<file path="config.mk">
export PLATFORM = sky130hd
export DESIGN_NAME = pwm_gate_gen
export DESIGN_NICKNAME = d
export VERILOG_FILES = /design/src/rtl/pwm_pkg.sv /design/src/rtl/float_cmp.sv /design/src/rtl/pwm_gate_gen.sv
export SDC_FILE = /design/constraint.sdc
export NUM_CORES = 1
export LEC_CHECK = 0
export ABC_AREA = 0
export ABC_CLOCK_PERIOD_IN_PS = 2300
export BUFFER_PORTS_ARGS = -buffer_cell sky130_fd_sc_hd__buf_2
export CORE_MARGIN = 2
export CORE_UTILIZATION = 55
export DETAILED_ROUTE_END_ITERATION = 8
export PLACE_DENSITY = 0.79
export SLEW_MARGIN = 20
export SYNTH_ARGS = -nofsm -noshare
export SYNTH_HDL_FRONTEND = slang
export SYNTH_SLANG_ARGS = --single-unit
</file>
<file path="constraint.sdc">
create_clock -name clk -period 2.3 [get_ports clk]
set_input_delay 0.115 -clock clk [delete_from_list [all_inputs] [get_ports clk]]
set_output_delay 0.115 -clock clk [all_outputs]
set_load 0.02 [all_outputs]
</file>
<file path="src/rtl/pwm_pkg.sv">
// Shared definitions for the PWM gate generator: FSM encoding, float32 field layout
// and gate decode helpers.
package pwm_pkg;

   typedef enum logic [2:0] {
      StOff  = 3'd0,
      StHi   = 3'd1,
      StDtLo = 3'd2,
      StLo   = 3'd3,
      StDtHi = 3'd4
   } pwm_state_e;

   localparam int unsigned FLOAT_W_DEF    = 32;
   localparam int unsigned DEAD_STEPS_DEF = 2;
   localparam int unsigned CNT_W          = 4;

   localparam int unsigned SIGN_BIT = 31;
   localparam int unsigned EXP_MSB  = 30;
   localparam int unsigned EXP_LSB  = 23;
   localparam int unsigned MANT_MSB = 22;
   localparam int unsigned MANT_LSB = 0;
   localparam logic [7:0]  EXP_MAX  = 8'hFF;

   // Returns {gate_hi, gate_lo}; only the two conducting states drive a gate.
   function automatic logic [1:0] gates_of(pwm_state_e s);
      logic [1:0] g;
      g = 2'b00;
      unique case (s)
         StHi:    g = 2'b10;
         StLo:    g = 2'b01;
         default: g = 2'b00;
      endcase
      return g;
   endfunction

   function automatic logic is_inf_nan(logic [FLOAT_W_DEF-1:0] w);
      return w[EXP_MSB:EXP_LSB] == EXP_MAX;
   endfunction

endpackage

</file>
<file path="src/rtl/float_cmp.sv">
// Combinational float32 ordering of a against b. +0 and -0 compare equal; any
// Inf/NaN operand reports unordered with gt and lt both low.
module float_cmp
   import pwm_pkg::*;
#(
   parameter int unsigned FLOAT_W = FLOAT_W_DEF
) (
   input  logic [FLOAT_W-1:0] a,
   input  logic [FLOAT_W-1:0] b,
   output logic               gt,
   output logic               lt,
   output logic               unordered
);

   logic        sign_a;
   logic        sign_b;
   logic [30:0] mag_a;
   logic [30:0] mag_b;
   logic        both_zero;

   always_comb begin
      sign_a    = a[SIGN_BIT];
      sign_b    = b[SIGN_BIT];
      mag_a     = {a[EXP_MSB:EXP_LSB], a[MANT_MSB:MANT_LSB]};
      mag_b     = {b[EXP_MSB:EXP_LSB], b[MANT_MSB:MANT_LSB]};
      both_zero = (mag_a == '0) && (mag_b == '0);
      unordered = is_inf_nan(a) || is_inf_nan(b);
      gt        = 1'b0;
      lt        = 1'b0;
      if (!unordered && !both_zero) begin
         if (sign_a != sign_b) begin
            gt = !sign_a;
            lt = sign_a;
         end else if (!sign_a) begin
            gt = mag_a > mag_b;
            lt = mag_a < mag_b;
         end else begin
            // Both negative: larger magnitude is the smaller number.
            gt = mag_a < mag_b;
            lt = mag_a > mag_b;
         end
      end
   end

endmodule

</file>
<file path="src/rtl/pwm_gate_gen.sv">
// Three-stage PWM gate generator: register step, compare reference vs carrier, update
// gate FSM. Dead-time states and counter are built only with PWM_DEADTIME_EN defined.
module pwm_gate_gen
   import pwm_pkg::*;
#(
   parameter int unsigned DEAD_STEPS = DEAD_STEPS_DEF,
   parameter int unsigned FLOAT_W    = FLOAT_W_DEF
) (
   input  logic               clk,
   input  logic               rst,
   input  logic               sta,
   input  logic [FLOAT_W-1:0] carrier_in,
   input  logic [FLOAT_W-1:0] ref_in,
   input  logic               enable,
   output logic               gate_hi,
   output logic               gate_lo,
   output logic               switch_state,
   output logic               done_sig
);

   logic               s1_valid_q;
   logic [FLOAT_W-1:0] s1_carrier_q;
   logic [FLOAT_W-1:0] s1_ref_q;
   logic               s1_en_q;

   logic               s2_valid_q;
   logic               s2_cmd_q;
   logic               s2_en_q;

   logic               cmp_gt;
   logic               cmp_lt;
   logic               cmp_unordered;
   logic               cmd_d;

   pwm_state_e         state_q;

   // S1: capture the step operands.
   always_ff @(posedge clk) begin
      if (rst) begin
         s1_valid_q   <= 1'b0;
         s1_carrier_q <= '0;
         s1_ref_q     <= '0;
         s1_en_q      <= 1'b0;
      end else begin
         s1_valid_q <= sta;
         if (sta) begin
            s1_carrier_q <= carrier_in;
            s1_ref_q     <= ref_in;
            s1_en_q      <= enable;
         end
      end
   end

   float_cmp #(
      .FLOAT_W (FLOAT_W)
   ) u_float_cmp (
      .a         (s1_ref_q),
      .b         (s1_carrier_q),
      .gt        (cmp_gt),
      .lt        (cmp_lt),
      .unordered (cmp_unordered)
   );

   // Equal or unordered operands leave gt/lt low, so cmd simply holds.
   always_comb begin
      cmd_d = s2_cmd_q;
      if (cmp_gt) begin
         cmd_d = 1'b1;
      end else if (cmp_lt || cmp_unordered) begin
         cmd_d = cmp_lt ? 1'b0 : s2_cmd_q;
      end
   end

   // S2: comparison result.
   always_ff @(posedge clk) begin
      if (rst) begin
         s2_valid_q <= 1'b0;
         s2_cmd_q   <= 1'b0;
         s2_en_q    <= 1'b0;
      end else begin
         s2_valid_q <= s1_valid_q;
         if (s1_valid_q) begin
            s2_cmd_q <= cmd_d;
            s2_en_q  <= s1_en_q;
         end
      end
   end

`ifdef PWM_DEADTIME_EN
   localparam logic [CNT_W-1:0] DEAD_LIM = CNT_W'(DEAD_STEPS);

   logic [CNT_W-1:0] cnt_q;
   logic [CNT_W-1:0] cnt_inc;

   assign cnt_inc = (cnt_q < DEAD_LIM) ? cnt_q + 1'b1 : cnt_q;
`endif

   // S3: gate FSM with registered outputs.
   always_ff @(posedge clk) begin
      if (rst) begin
         state_q      <= StOff;
         gate_hi      <= 1'b0;
         gate_lo      <= 1'b0;
         switch_state <= 1'b0;
         done_sig     <= 1'b0;
`ifdef PWM_DEADTIME_EN
         cnt_q        <= '0;
`endif
      end else begin
         done_sig <= s2_valid_q;
         if (s2_valid_q) begin
            switch_state <= s2_cmd_q;
            if (!s2_en_q) begin
               state_q            <= StOff;
               {gate_hi, gate_lo} <= gates_of(StOff);
`ifdef PWM_DEADTIME_EN
               cnt_q              <= '0;
`endif
            end else begin
               unique case (state_q)
                  StOff: begin
                     state_q            <= s2_cmd_q ? StHi : StLo;
                     {gate_hi, gate_lo} <= gates_of(s2_cmd_q ? StHi : StLo);
                  end
`ifdef PWM_DEADTIME_EN
                  StHi: begin
                     if (!s2_cmd_q) begin
                        state_q            <= StDtLo;
                        {gate_hi, gate_lo} <= gates_of(StDtLo);
                        cnt_q              <= '0;
                     end
                  end
                  StLo: begin
                     if (s2_cmd_q) begin
                        state_q            <= StDtHi;
                        {gate_hi, gate_lo} <= gates_of(StDtHi);
                        cnt_q              <= '0;
                     end
                  end
                  StDtLo: begin
                     if (s2_cmd_q) begin
                        state_q            <= StHi;
                        {gate_hi, gate_lo} <= gates_of(StHi);
                        cnt_q              <= '0;
                     end else begin
                        cnt_q <= cnt_inc;
                        if (cnt_inc >= DEAD_LIM) begin
                           state_q            <= StLo;
                           {gate_hi, gate_lo} <= gates_of(StLo);
                        end
                     end
                  end
                  StDtHi: begin
                     if (!s2_cmd_q) begin
                        state_q            <= StLo;
                        {gate_hi, gate_lo} <= gates_of(StLo);
                        cnt_q              <= '0;
                     end else begin
                        cnt_q <= cnt_inc;
                        if (cnt_inc >= DEAD_LIM) begin
                           state_q            <= StHi;
                           {gate_hi, gate_lo} <= gates_of(StHi);
                        end
                     end
                  end
`else
                  StHi: begin
                     if (!s2_cmd_q) begin
                        state_q            <= StLo;
                        {gate_hi, gate_lo} <= gates_of(StLo);
                     end
                  end
                  StLo: begin
                     if (s2_cmd_q) begin
                        state_q            <= StHi;
                        {gate_hi, gate_lo} <= gates_of(StHi);
                     end
                  end
`endif
                  default: begin
                     state_q            <= StOff;
                     {gate_hi, gate_lo} <= gates_of(StOff);
                  end
               endcase
            end
         end
      end
   end

endmodule

</file>
* Word-level counts from Yosys, hierarchy flattened
Cells that the tools add are included.
** Operators by class
- Bitwise logic cells :: 0
- Multiplexer cells :: 23
- $lt $le $gt $ge :: 2
- Shifts and indexed selects :: 0
- Divide/modulo/power cells :: 0
- Eq/ne operators :: 9
- $mul :: 0
- Reductions and logical operators :: 14
- Add/sub/neg operators :: 0
** Operator list (count)
- $logic_not A31 Y1 :: 2
- $gt A31 B31 Y1 :: 1
- $lt A31 B31 Y1 :: 1
- $eq A8 B8 Y1 const B :: 2
- $mux W1 :: 15
- $mux W3 :: 3
- $pmux W3 S3 :: 1
- $ne A3 B3 Y1 const B :: 2
- $pmux W1 S3 :: 2
- $reduce_and A3 Y1 :: 2
- $pmux W2 S2 :: 1
- $reduce_bool A2 Y1 :: 2
- $eq A3 B1 Y1 const B :: 1
- $eq A3 B2 Y1 const B :: 1
- $logic_not A1 Y1 :: 3
- $logic_not A3 Y1 :: 1
- $eq A2 B1 Y1 const B :: 1
- $eq A2 B2 Y1 const B :: 1
- $logic_and A1 B1 Y1 :: 2
- $logic_or A1 B1 Y1 :: 2
- $mux W2 :: 1
- $ne A1 B1 Y1 :: 1
** Storage, ports and cells
- Input bits :: 68
- Flip-flop bits (word level) :: 76
- Word-level logic and storage cells :: 60
- Latch bits :: 0
- Memories kept :: 0
- Bits in writable memories :: 0
- ROM bits :: 0

* Logic depth before layout (Yosys ltp)
Gate-level depths: netlist of the first run.
- Depth after elaboration :: 8
- Depth in mapped cells :: 9
- Depth with buffers taken out :: 9

* Hierarchy
A second synthesis of the first run with hierarchy kept.
** Second synthesis, totals
- Cell total of the unflattened synthesis :: 401
- Area total of the unflattened synthesis :: 3719.8 sq um
** Modules (own cells, without submodules)
- pwm_gate_gen :: area each 2701.3 sq um, times used 1, seq. area each 1501.4 sq um, cells each 253
- float_cmp :: area each 1018.5 sq um, times used 1, seq. area each 0.0 sq um, cells each 148

* Worst setup path after synthesis of the first run
Ideal clock, no wire load.
- Path type :: register -> register
- Start :: register s1_carrier_q[13]
- End :: register s2_cmd_q
- Path buffers :: 0
- Library setup time :: 0.079 ns
- Stages on the path, launching flop included :: 10
- Data arrival time :: 1.663 ns
- Path slack :: 0.557 ns
- Data required time :: 2.221 ns
- Path through :: dfxtp_1 inv_1 ha_1 nand4_1 nor3_1 o311ai_1 o211ai_1 a21oi_1 o211a_1 a211oi_2
** Between the ends
- Cells in the longest elaborated chain, start to end :: 8
- Elaborated cells between the ends (all ways) :: 17
- Those cells by class :: 2 x order compare; 7 x mux; 8 x reduce/logical
** Ends and longest elaborated chain
- start, declared :: RTL line pwm_gate_gen.sv:22 : logic [FLOAT_W-1:0] s1_carrier_q;
- start signal, assigned :: RTL line pwm_gate_gen.sv:47 : s1_carrier_q <= carrier_in;
- branches (longest 8 deep; another with $lt A31 B31 Y1)
- end signal, assigned :: RTL line pwm_gate_gen.sv:83 : s2_cmd_q <= cmd_d;
- end, declared :: RTL line pwm_gate_gen.sv:27 : logic s2_cmd_q;
Parallel ways; which one is timed is not known.
A chain may end at the register's enable or synchronous reset.

* Final worst setup path of the first run
Ends and elaborated chain as after synthesis.

==> metrics.md, run 1 <==
| Metric | Value |
|---|---|
| Async SR Flop Fraction | 0% |
| PortBufs | just over 70 |
| Critical Path End Type | flip-flop |
| Worst Skew | 5.479 ps |
| Post-Route WL | approximately 8700 um |
| Commonest cells after routing, fill and taps aside | dfxtp_1 (75), nor2_1 (72), buf_2 (70) |
| Maximum vdd drop | roughly 0.44 mV |
| Hold Crit Class | in2reg |
| Reg area | approximately 1500 um^2 |
| Layout cells sized above 1 | a little under a fifth |
| Final ANT Viol Nets | 0 |
| Die Y | between 80 and 90 um |
| Setup bufs post-CTS | 0 |
| Max-Cap Viols | 0 |
| Post-synthesis cell count | between 400 and 500 |
| Avg Inst Size Synth | roughly 9 um^2 |
| Met2 WL post-DR | ~4300 um |
| Met3 wire len | about 450 um |
| Final Net Count | around 600 |
| Slew Limit Fails | 0 |
| CTS max path bufs | 2 |
| Ys flop type | dfxtp_1 |
| CP required | 2580 ps |
| Netlist cell types | 36 |
| PD cells | about 600 nW/um^2 |
| Routed WL per cell | 14.63 um |
| Post-route setup slack | ~160 ps |
| Mapped cell area | around 3700 um^2 |
| GPL Wtd Cong | 0.8357 |
| # diodes | 0 |
| Worst-path clk slew | roughly 70 ps |
| Startpoint Class | flip-flop |
| H-tree depth | 3 |
| Setup TNS | 0 ps |
| Fin. Hold Viols | 0 |
| RSZ-0062 raised after global routing | false |
| Synth warnings | 0 |
| Crit-path max FO | 4 |
| Post-place setup slack | just over 200 ps |
| Starting Density | between 50 and 60% |
| Worst-path cell chain | inv_1 -> ha_1 -> nand4_1 -> nor3_1 -> o311ai_1 -> o211ai_1 -> a21oi_1 -> o211a_1 -> a211oi_2 |
| Slew HR | 62.86% |
| Commonest non-fill, non-tap cell in the layout | dfxtp_1 |
| Setup violations, final | 0 |
| Root Buffer | clkbuf_8 |
| Gr usage total | about a quarter |
| Via density | ~5.3 |
| First-pass iteration count of the detailed router | 4 |
| WP data arrival | approximately 2400 ps |
| Residual DRC | 0 |
| CTS tree | yes |
| P_leak | between 2 and 2.5 nW |
| FP Rows | 29 |
| Buffers and inverters on the worst path | 1 |
| Fin util | around 73% |
| Post-route cell area | ~4700 um^2 |
| Seq cells post-synth | 75 |
| Core area | ~6400 um^2 |
| Register area share after synthesis | 40.53% |
| CP max-delay cell | dfxtp_1 |
| Filler cells | 467 |
| Vias in the first global route | approximately 3100 |
| Fmax | 0.4672 GHz |
| Placed instance area | a little over 4000 um^2 |
| Top Metal Used | met4 |
| Clk sink count | 75 |
| Area of the multi-input gates | about 2000 um^2 |
| CP Class | reg2reg |
| Initial antenna violation count | 0 |
| Mapped Nets | 506 |
| Clk_lat worst skew | 350 ps |
| Delay-heaviest family, CP | compound AO/OA/AOI/OAI gates |
| WL met1 | approximately 3800 um |
| Maximum cell stage delay along the critical path | between 300 and 400 ps |
| Status | finished clean |
| Global-route wire length before repair | 14370 um |
| I/O pin count | 72 |
| Die span in x | between 80 and 90 um |
| Post-synth EDFFs | 0 |
| P&R area growth vs syn | 26.55% |
| Largest net degree at the start of global routing | 45 |
| Vias | ~3100 |
| DP HPWL | between 6000 and 7000 um |
| Tmin final | ~2100 ps |
| Total global routing overflow | 0 |
| Die area | 7409 um^2 |
| Tcrit/Tclk final | 93.07% |
| Num CTS Buffers | 9 |
| Worst-margin pin slew | roughly 560 ps |
| Initial DRC count | ~200 |
worst paths after layout:
check	to	cells after the start	slack (ps)	from
max	s2_cmd_q	9	160	s1_carrier_q[13]
min reg2reg	gate_lo	2	450	gate_lo
min	s1_carrier_q[14]	3	2	carrier_in[14]
max reg2reg	s2_cmd_q	9	160	s1_carrier_q[13]
cell type report:
cell class | instances | area share, %
Inverter | 36 | 2.882
Tap cell | 77 | 2.055
Timing Repair Buffer | 116 | 16.97
Sequential cell | 75 | 32.03
Clock buffer | 12 | 3.096
Clock inverter | 3 | 0.3203
Multi-Input combinational cell | 276 | 42.65
cell usage after synthesis, types with 3 or more instances:
master,number,share of area [%]
dfxtp_1,75,41
nor2_1,72,7.3
mux2i_1,68,18
inv_1,36,3.6
ha_1,35,12
a21oi_1,17,2.3
nand2_1,14,1.4
nor4_1,14,2.4
nand4_1,13,2.2
clkbuf_1,8,0.81
buf_2,7,0.95
nor2b_1,5,0.84
nand3_1,4,0.54
o21ai_0,4,0.54
nor3_1,3,0.41
through the flow:
step	power [W]	instances	hold WS [ps]
floorplan	0.001763	403	262.2
global placement	0.001896	540	347.1
detailed placement	0.001913	540	355.2
CTS	0.002822	594	0.3915
global route	0.002954	595	11.55
finish	0.002809	595	2.381
worst register-to-register path, delay by kind of cell (launching register included):
kind	cells	cell delay, ps
AOI/OAI and AO/OA	5	800
adders and majority gates	1	330
buffers and inverters	1	60
DFF	1	380
and+or+nand+nor	2	490
flip-flops by register name, indices dropped and copies added, names as in the netlist:
register,count
switch_state,1
s1_valid_q,1
s2_en_q,1
s1_carrier_q,32
gate_lo,1
s1_ref_q,32
s1_en_q,1
state_q,2
gate_hi,1
s2_valid_q,1
s2_cmd_q,1
done_sig,1
timing repair:
action,4_1_cts,5_1_grt
hold buffers,39,1
endpoints found under the hold margin,39,1
resized for setup,0,0
power by group:
group	switching (W)	total, W	internal [W]	leakage [nW]
clock network	0.000453	0.000863	0.000410	0.0860
registers	0.0000737	0.00145	0.00137	0.618
logic	0.000239	0.000501	0.000261	1.50
total	0.000766	0.00281	0.00204	2.20
cells by family (layout without fill, tap and decap cells):
| group | Yosys count | in the layout | share of synthesized area, % |
|---|---|---|---|
| multiplexers | 68 | 68 | 18.37 |
| AO/OA/AOI/OAI | 34 | 34 | 5.607 |
| adder cells (fa/ha/maj) | 35 | 35 | 11.82 |
| AND/OR/NAND/NOR | 139 | 139 | 18.17 |
| buffers and inverters | 52 | 167 | 5.505 |
| flip-flops | 75 | 75 | 40.53 |
per-layer routing:
metal  vias to the layer above  GRT usage [%]
li1                       1623              -
met1                      1422          29.88
met2                        84          43.27
met3                        13          6.641
met4                         0          8.802
met5                         -              0
(Power assumes the default switching activity.)
==> run 2: changes to the inputs <==
--- a/config.mk
+++ b/config.mk
@@ -8,7 +8,7 @@
 export ABC_AREA = 0
 export ABC_CLOCK_PERIOD_IN_PS = 2300
 export BUFFER_PORTS_ARGS = -buffer_cell sky130_fd_sc_hd__buf_2
-export CORE_MARGIN = 2
+export CORE_ASPECT_RATIO = 0.8
 export CORE_UTILIZATION = 55
 export DETAILED_ROUTE_END_ITERATION = 8
 export PLACE_DENSITY = 0.79
==> metrics.md, run 2 (synthesized netlist as in run 1, its figures left out) <==
| Metric | Value |
|---|---|
| Initial DRC count | ~240 |
| Root Buffer | clkbuf_8 |
| Via density | about 5.4 |
| Filler cells | about 460 |
| GPL Wtd Cong | roughly 0.90 |
| CP max-delay cell | dfxtp_1 |
| Die span in x | between 90 and 100 um |
| Worst Skew | 9.964 ps |
| CP Class | reg2reg |
| Routed WL per cell | 14.88 um |
| Vias in the first global route | 3111 |
| Crit-path max FO | 3 |
| Starting Density | between 50% and 60% |
| Maximum vdd drop | 0.5359 mV |
| Gr usage total | between 20 and 30% |
| Busiest grt layer | met2 |
| Delay-heaviest family, CP | compound AO/OA/AOI/OAI gates |
| Global-route met2 utilization | approximately 46% |
| First-pass iteration count of the detailed router | 4 |
| Commonest non-fill, non-tap cell in the layout | dfxtp_1 |
| Finished Layout Cells | roughly 600 |
| Num CTS Buffers | 9 |
| PortBufs | slightly above 70 |
| Status | finished clean |
| WP data arrival | ~2300 ps |
| Core area | between 6000 and 7000 um^2 |
| Final ANT Viol Nets | 0 |
| Critical Path End Type | flip-flop |
| Final Net Count | 610 |
| Tmin final | roughly 2100 ps |
| P&R area growth vs syn | 27.83% |
| Commonest cells after routing, fill and taps aside | dfxtp_1 (75), nor2_1 (72), buf_2 (70) |
| Clk_lat worst skew | between 300 and 400 ps |
| Hold_ws | just over 3 ps |
| CP required | roughly 2500 ps |
| Fin. Hold Viols | 0 |
| Setup TNS | 0 ps |
| Fmax | roughly 0.48 GHz |
| CTS tree | yes |
| FP Rows | 26 |
| Die Y | around 75 um |
| Max-Cap Viols | 0 |
| DP HPWL | ~6200 um |
| RSZ-0062 raised after global routing | false |
| I/O pin count | 72 |
| Vias | roughly 3200 |
| Hold Crit Class | in2reg |
| Worst-margin pin slew | 523.6 ps |
| Maximum cell stage delay along the critical path | 380 ps |
| Setup violations, final | 0 |
| Total placed cells including tap cells | between 500 and 600 |
| Startpoint Class | flip-flop |
| # diodes | 0 |
| CTS max path bufs | 2 |
| Buffers and inverters on the worst path | 1 |
| P_leak | between 2 and 2.5 nW |
| PD cells | 667.7 nW/um^2 |
| Biggest regs | s1_carrier_q: 32 flops, s1_ref_q: 32 flops, state_q: 2 flops |
| Total global routing overflow | 0 |
| Tcrit/Tclk final | around nine tenths |
| Post-Route WL | 8868 um |
| Global-route wire length before repair | 14770 um |
| Largest net degree at the start of global routing | 67 |
| Residual DRC | 0 |
| Slew HR | between 60 and 70% |
| Die area | ~7100 um^2 |
| CP most frequent cell | a21oi_1 |
| Clk sink count | 75 |
| Met3 Use GR | between 5 and 6% |
| Initial antenna violation count | 0 |
| Fin util | between 70 and 80% |
| Worst-path cell chain | inv_1 -> ha_1 -> a21oi_1 -> a21oi_1 -> o311ai_1 -> o211ai_1 -> a21oi_1 -> o211a_1 -> a211oi_2 |
| Setup bufs post-CTS | 0 |
| Layout cells sized above 1 | a little under a fifth |
| Met1 usage | between 30% and 40% |
| Slew Limit Fails | 0 |
| Worst-path clk slew | roughly 80 ps |
| H-tree depth | 3 |
-- run 2: worst min-delay path, delay by kind of cell --
kind / cells / cell delay, ps
buffers and inverters: 1 / 80
AND/OR/NAND/NOR: 1 / 70
multiplexers: 1 / 50
-- run 2: routing by layer --
layer / part of all wire, % / vias up / wire, um
met5: 0 / - / 0
met4: 0.78 / 0 / 69
met3: 5.7 / 6 / 509
met2: 46 / 95 / 4073
met1: 48 / 1488 / 4216
li1: - / 1612 / -
-- run 2: path summary, 6_finish.rpt --
| check | slack (ps) | from | cells after the start | endpoint |
|---|---|---|---|---|
| max | 200 | s1_carrier_q[2] | 9 | s2_cmd_q |
| min | 3 | carrier_in[5] | 3 | s1_carrier_q[5] |
| max reg2reg | 200 | s1_carrier_q[2] | 9 | s2_cmd_q |
| min reg2reg | 460 | gate_hi | 2 | gate_hi |
-- run 2: final cells by class --
type / instances / area [um^2] / share of cell area, %
multi-input cells: 276 / 2011 / 42.46
clock buffers: 10 / 127.6 / 2.695
inverters: 36 / 135.1 / 2.853
clock inverters: 6 / 112.6 / 2.378
well taps: 84 / 105.1 / 2.219
repair buffers: 109 / 743.2 / 15.69
flip-flops and latches: 75 / 1501 / 31.70
-- run 2: timing repair --
item                                   4_1_cts  5_1_grt
hold buffers                                35        0
setup endpoints to repair                    0        1
gates resized for setup                      0        2
endpoints found under the hold margin       35        0
-- run 2: per-stage QoR --
stage / power, W / setup slack (ps) / area (um^2)
2_1_floorplan: 0.001763 / 557.2 / 3705
5_1_grt: 0.003316 / 3.101 / 4736
4_1_cts: 0.003173 / 227.4 / 4725
3_5_place_dp: 0.001918 / 265.2 / 4134
6_report: 0.003162 / 201.5 / 4736
3_3_place_gp: 0.001898 / 343.4 / 4134
-- run 2: power by group --
| part | switching, W | internal [W] |
|---|---|---|
| clock | 0.000484 | 0.000725 |
| combinational | 0.000248 | 0.000258 |
| sequential | 0.0000764 | 0.00137 |
